===== config.mk =====
export PLATFORM = sky130hd
export DESIGN_NAME = mig_seq_eval
export DESIGN_NICKNAME = d
export VERILOG_FILES = /design/src/rtl/mig_seq_pkg.sv /design/src/rtl/maj3_unit.sv /design/src/rtl/mig_seq_eval.sv
export SDC_FILE = /design/constraint.sdc
export NUM_CORES = 1
export LEC_CHECK = 0
export ABC_AREA = 1
export CAP_MARGIN = 20
export CELL_PAD_IN_SITES_DETAIL_PLACEMENT = 1
export CELL_PAD_IN_SITES_GLOBAL_PLACEMENT = 1
export CORE_UTILIZATION = 39
export CTS_CLUSTER_DIAMETER = 200
export DETAILED_ROUTE_END_ITERATION = 6
export PLACE_DENSITY = 0.73
export SYNTH_ARGS = -nofsm -noshare
export SYNTH_HDL_FRONTEND = slang
export SYNTH_SLANG_ARGS = --single-unit

===== constraint.sdc =====
create_clock -name i_clk -period 3.6 [get_ports i_clk]
set_input_delay 0.36 -clock i_clk [delete_from_list [all_inputs] [get_ports i_clk]]
set_output_delay 0.36 -clock i_clk [all_outputs]
set_load 0.005 [all_outputs]

===== src/rtl/mig_seq_pkg.sv =====
// Shared types and default geometry for the MIG sequential evaluator.
// The operand/gate structs are sized for the default NUM_IN/MAX_GATES geometry.
package mig_seq_pkg;

    localparam int unsigned NumInDef    = 6;
    localparam int unsigned MaxGatesDef = 16;
    localparam int unsigned IdxWDef     = $clog2(NumInDef + 1 + MaxGatesDef);

    typedef enum logic [1:0] {
        StIdle,
        StEval,
        StDone
    } state_e;

    typedef struct packed {
        logic               c;
        logic [IdxWDef-1:0] idx;
    } operand_t;

    // op[2] sits in the MSBs, so the packed layout is {c2,i2,c1,i1,c0,i0}.
    typedef struct packed {
        operand_t [2:0] op;
    } gate_t;

endpackage


===== src/rtl/maj3_unit.sv =====
// Combinational 3-input majority with a complement bit per input.
module maj3_unit (
    input  logic [2:0] i_a,
    input  logic [2:0] i_c,
    output logic       o_maj
);

    logic [2:0] w_v;

    assign w_v   = i_a ^ i_c;
    assign o_maj = (w_v[0] & w_v[1]) | (w_v[0] & w_v[2]) | (w_v[1] & w_v[2]);

endmodule


===== src/rtl/mig_seq_eval.sv =====
// Time-multiplexed MIG evaluator: one MAJ3 gate per cycle from a reprogrammable gate RAM.
// Define MIG_SEQ_CHK_EN to build the operand/output index checker that drives o_err.
module mig_seq_eval
    import mig_seq_pkg::*;
#(
    parameter  int unsigned NUM_IN    = NumInDef,
    parameter  int unsigned MAX_GATES = MaxGatesDef,
    localparam int unsigned IDX_W     = $clog2(NUM_IN + 1 + MAX_GATES),
    localparam int unsigned AW        = $clog2(MAX_GATES),
    localparam int unsigned NW        = $clog2(MAX_GATES + 1)
) (
    input  logic                   i_clk,
    input  logic                   i_rst,
    input  logic                   i_prog_we,
    input  logic [AW-1:0]          i_prog_addr,
    input  logic [3*(IDX_W+1)-1:0] i_prog_data,
    input  logic                   i_cfg_we,
    input  logic [NW-1:0]          i_cfg_num_gates,
    input  logic [IDX_W-1:0]       i_cfg_out_idx,
    input  logic                   i_cfg_out_c,
    input  logic                   i_start,
    input  logic [NUM_IN-1:0]      i_x,
    output logic                   o_busy,
    output logic                   o_done,
    output logic                   o_y,
    output logic                   o_err
);

    localparam int unsigned    XW       = $clog2(NUM_IN);
    localparam logic [IDX_W:0] GateBase = (IDX_W + 1)'(NUM_IN + 1);

    state_e               r_state, w_state_next;
    gate_t                r_prog [MAX_GATES];
    gate_t                w_gate;
    logic [MAX_GATES-1:0] r_node;
    logic [NUM_IN-1:0]    r_x;
    logic [AW-1:0]        r_g;
    logic [NW-1:0]        r_num, w_num_new;
    logic [IDX_W-1:0]     r_out_idx;
    logic                 r_out_c, r_y, r_done;
    logic                 w_idle, w_accept, w_last, w_maj;
    logic [IDX_W:0]       w_lim_eval, w_lim_done;
    logic [2:0]           w_opv, w_opc;

    // Gate nodes at or above lim are not yet defined in this run and read as 0.
    function automatic logic node_rd(input logic [IDX_W-1:0]     idx,
                                     input logic [IDX_W:0]       lim,
                                     input logic [NUM_IN-1:0]    xv,
                                     input logic [MAX_GATES-1:0] nv);
        logic [IDX_W:0] w_i;
        w_i = {1'b0, idx};
        if (idx == '0 || w_i >= lim) return 1'b0;
        if (w_i < GateBase) return xv[XW'(idx - IDX_W'(1))];
        return nv[AW'(w_i - GateBase)];
    endfunction

    assign w_idle     = (r_state == StIdle);
    assign w_accept   = w_idle & i_start;
    assign w_last     = (NW'(r_g) + NW'(1)) == r_num;
    assign w_gate     = r_prog[r_g];
    assign w_lim_eval = GateBase + (IDX_W + 1)'(r_g);
    assign w_lim_done = GateBase + (IDX_W + 1)'(r_num);

    always_comb begin
        w_num_new = r_num;
        if (i_cfg_we) begin
            w_num_new = (i_cfg_num_gates > NW'(MAX_GATES)) ? NW'(MAX_GATES) : i_cfg_num_gates;
        end
    end

    always_comb begin
        w_opv = '0;
        w_opc = '0;
        for (int j = 0; j < 3; j++) begin
            w_opv[j] = node_rd(w_gate.op[j].idx, w_lim_eval, r_x, r_node);
            w_opc[j] = w_gate.op[j].c;
        end
    end

    maj3_unit u_maj3 (
        .i_a   (w_opv),
        .i_c   (w_opc),
        .o_maj (w_maj)
    );

    always_ff @(posedge i_clk) begin
        if (i_rst) r_state <= StIdle;
        else       r_state <= w_state_next;
    end

    always_comb begin
        w_state_next = r_state;
        unique case (r_state)
            StIdle:  if (i_start) w_state_next = (w_num_new == '0) ? StDone : StEval;
            StEval:  if (w_last) w_state_next = StDone;
            StDone:  w_state_next = StIdle;
            default: w_state_next = StIdle;
        endcase
    end

    // busy covers the done cycle too, so a run occupies cfg_num_gates+2 cycles.
    always_comb begin
        o_busy = (r_state != StIdle) | r_done;
        o_done = r_done;
        o_y    = r_y;
    end

    always_ff @(posedge i_clk) begin
        if (i_rst) begin
            r_g       <= '0;
            r_num     <= '0;
            r_out_idx <= '0;
            r_out_c   <= 1'b0;
            r_y       <= 1'b0;
            r_done    <= 1'b0;
        end else begin
            r_done <= 1'b0;
            if (w_idle && i_cfg_we) begin
                r_num     <= w_num_new;
                r_out_idx <= i_cfg_out_idx;
                r_out_c   <= i_cfg_out_c;
            end
            if (w_accept)                r_g <= '0;
            else if (r_state == StEval) r_g <= r_g + AW'(1);
            if (r_state == StDone) begin
                r_y    <= node_rd(r_out_idx, w_lim_done, r_x, r_node) ^ r_out_c;
                r_done <= 1'b1;
            end
        end
    end

    // Program RAM and node storage are deliberately not reset.
    always_ff @(posedge i_clk) begin
        if (!i_rst && w_idle && i_prog_we) r_prog[i_prog_addr] <= i_prog_data;
        if (w_accept)                      r_x <= i_x;
        if (r_state == StEval)             r_node[r_g] <= w_maj;
    end

`ifdef MIG_SEQ_CHK_EN
    logic r_err, w_err_set;

    always_comb begin
        w_err_set = 1'b0;
        if (r_state == StEval) begin
            for (int j = 0; j < 3; j++) begin
                if ({1'b0, w_gate.op[j].idx} >= w_lim_eval) w_err_set = 1'b1;
            end
        end
        if (r_state == StDone && {1'b0, r_out_idx} >= w_lim_done) w_err_set = 1'b1;
    end

    always_ff @(posedge i_clk) begin
        if (i_rst)          r_err <= 1'b0;
        else if (w_err_set) r_err <= 1'b1;
    end

    assign o_err = r_err;
`else
    assign o_err = 1'b0;
`endif

endmodule


==> qor.yml <==
finClkSkew_ns: 0.0192
crit_slowest_cell: "dfxtp_4"
cpPeakStageDelay_ns: 0.41
required_ns: 3.85
drt_iter0_markers: 1009
cpMostUsedCell: "nand2_1"
synth_area_leaders: "edfxtp_1 (59%), nand2_1 (7.6%), nand3_1 (5.6%)"
cts_buffer_depth: 3
cts_tree: "done"
dr_total_vias: 11500
start_util: 0.395
hold_slack_ns: 0.409
fmax_mhz: 292
yosysWarnings: 0
diodes: 0
dp_cells: 2045
cp.arrival_ns: 3.68
ir_worst_vdd_v: 0.000501
period_needed_ns: 3.43
overflow: 0
setup_viol: 0
ant_nets: 0
die_w_um: 202
synth_top_area_frac: 0.594
io_buffer_count: 46
fin_tns_setup_ns: 0
layout.nets: 1647
viasPerCell: 5.42
worst_slew_pin_slew_ns: 0.671
grt_pass1_vias: 11800
place_worst_setup_slack_ns: 0.223
clk_latency_ns: 0.53
worstHoldPathType: "in -> reg"
yosys.area.top_type: "edfxtp_1"
syn-num-nets: 1580
drtPass1Iterations: 7
violations: "DRC"
coreArea_mm2: 0.0396
die_y_um: 202
cap_violations: 0
dieArea_mm2: 0.0410
synth_area_per_cell_um2: 10.4
syn_inst: 1501
clock_sinks: 333
start_kind: "register"
final_cells: 2117
yosys.cell_types.count: 42
critPathKind: "reg -> reg"
synth-seq-area-share: 0.624
numCtsBuffers: 36
clkTransAtPathRegs_ns: 0.06
dp_hpwl_mm: 27.9
grt_first_pass_wirelength_mm: 68.7
crit_fanout: 23
cts_root_buf: "clkbuf_16"
track_usage: 0.219
grt_antenna_before_repair: 0
std_cell_rows: 73
rrSetupSlack_ns: 0.17
leakage_nw: 6.81
routabilityCongestion: 0.885
ys_ff_latch: 333
p_total_mw: 9.47
min_period_over_period: 0.953
routedWlPerCell_um: 21.4
htree_levels: 2
grt_max_degree: 63
drc: 2
status: "complete, but fails checks"
drive_above_1_share: 0.102
final.setup.worst_slack_ns: 0.170
finalHoldViolations: 0
ioPinCount: 48
routed_wl_mm: 45.2
syn-cell-area_mm2: 0.0157
area_delta_synth_final_pct: 15.6
maxSlewHeadroom: 0.551
powerDensity_mw_per_mm2: 523
final_max_slew_viol_count: 0
end_kind: "register"
==> final cells by class <==
class | instances | area (um2)
fillers | 4401 | 21500
flip-flops and latches | 333 | 9770
multi-input cells | 968 | 5020
repair buffers | 97 | 997
clock buffers | 46 | 981
well taps | 525 | 657
inverters | 132 | 498
clock inverters | 16 | 168
==> synthesized netlist by cell type, drive strengths merged <==
| library cell | number |
|---|---|
| a32oi | 1 |
| o21ai | 89 |
| a211o | 2 |
| a21oi | 56 |
| edfxtp | 310 |
| a211oi | 3 |
| nand3b | 12 |
| dfxtp | 23 |
| o21bai | 2 |
| nand2 | 327 |
| inv | 131 |
| a221oi | 13 |
| o31ai | 1 |
| xor2 | 8 |
| nand4 | 6 |
| o2111ai | 1 |
| o41ai | 1 |
| conb | 1 |
| o211ai | 39 |
| and3 | 1 |
| or2 | 1 |
| o221ai | 1 |
| ha | 35 |
| clkinv | 1 |
| nor2 | 167 |
| nand3 | 191 |
| and2 | 3 |
| clkbuf | 14 |
| a2111oi | 1 |
| buf | 54 |
| xnor2 | 6 |
==> repair_timing <==
action	4_1_cts	5_1_grt
endpoints found under the setup margin	0	16
setup buffers	0	8
gates resized for setup	0	17
hold buffers	0	0
==> cell usage in the layout (no fill, tap or decap), drive strengths merged <==
master	Yosys	layout
a2111oi	1	1
a211o	2	2
a211oi	3	3
a21oi	56	56
a221oi	13	13
a32oi	1	1
and2	3	3
and3	1	1
buf	54	49
bufinv	0	3
clkbuf	14	48
clkdlybuf4s50	0	46
clkinv	1	12
conb	1	1
dfxtp	23	23
edfxtp	310	310
ha	35	35
inv	131	133
nand2	327	327
nand3	191	191
nand3b	12	12
nand4	6	6
nor2	167	167
o2111ai	1	1
o211ai	39	39
o21ai	89	89
o21bai	2	2
o221ai	1	1
o31ai	1	1
o41ai	1	1
or2	1	1
xnor2	6	6
xor2	8	8
==> metrics by stage <==
| stage | util | area (um2) |
|---|---|---|
| after floorplan | - | 15700 |
| after global placement | 0.423 | 16800 |
| after CTS | 0.452 | 17900 |
| after global routing | 0.457 | 18100 |
| final | 0.457 | 18100 |
| after detailed placement | 0.423 | 16800 |
==> cell families after synthesis <==
family / after synthesis / share of synthesized area
adder cells (fa/ha/maj): 35 / 0.0280
AND/OR/NAND/NOR: 708 / 0.201
AO/OA/AOI/OAI: 210 / 0.0796
XOR/XNOR: 14 / 0.00783
flip-flops: 333 / 0.624
buffers and inverters: 200 / 0.0595
other: 1 / 0.000239
==> final timing paths <==
path,from,endpoint,depth (start not counted)
min,i_x[5],r_x[5],1
max,register,r_node[5],25
min reg2reg,r_state[1],r_state[1],1
max reg2reg,register,r_node[5],25
==> report_power, final <==
group	internal, mW	switching, mW
Sequential	4.33	0.0508
Combinational	0.503	0.949
Clock	2.15	1.49
==> worst max-delay path: cells and delay by family (launching register included) <==
family	cells	cell delay, ns
simple gates	16	1.35
compound gates	4	0.56
buf+inv	4	0.55
fa+ha+maj	1	0.26
flops	1	0.41
==> per-layer routing <==
layer,share of wire,up-vias,GRT usage
met1,0.42,5755,0.285
met4,0.026,0,0.0642
li1,-,5326,-
met2,0.50,312,0.384
met3,0.049,89,0.0248
met5,0,-,0
==> registers in the layout, summed over array words and instances (netlist names), 2 cells and up, named ones only <==
register   cells
r_prog       288
r_node        16
r_x            6
r_num          5
r_out_idx      5
r_g            4
r_state        2
No activity file was read; power rests on OpenSTA's default activity.
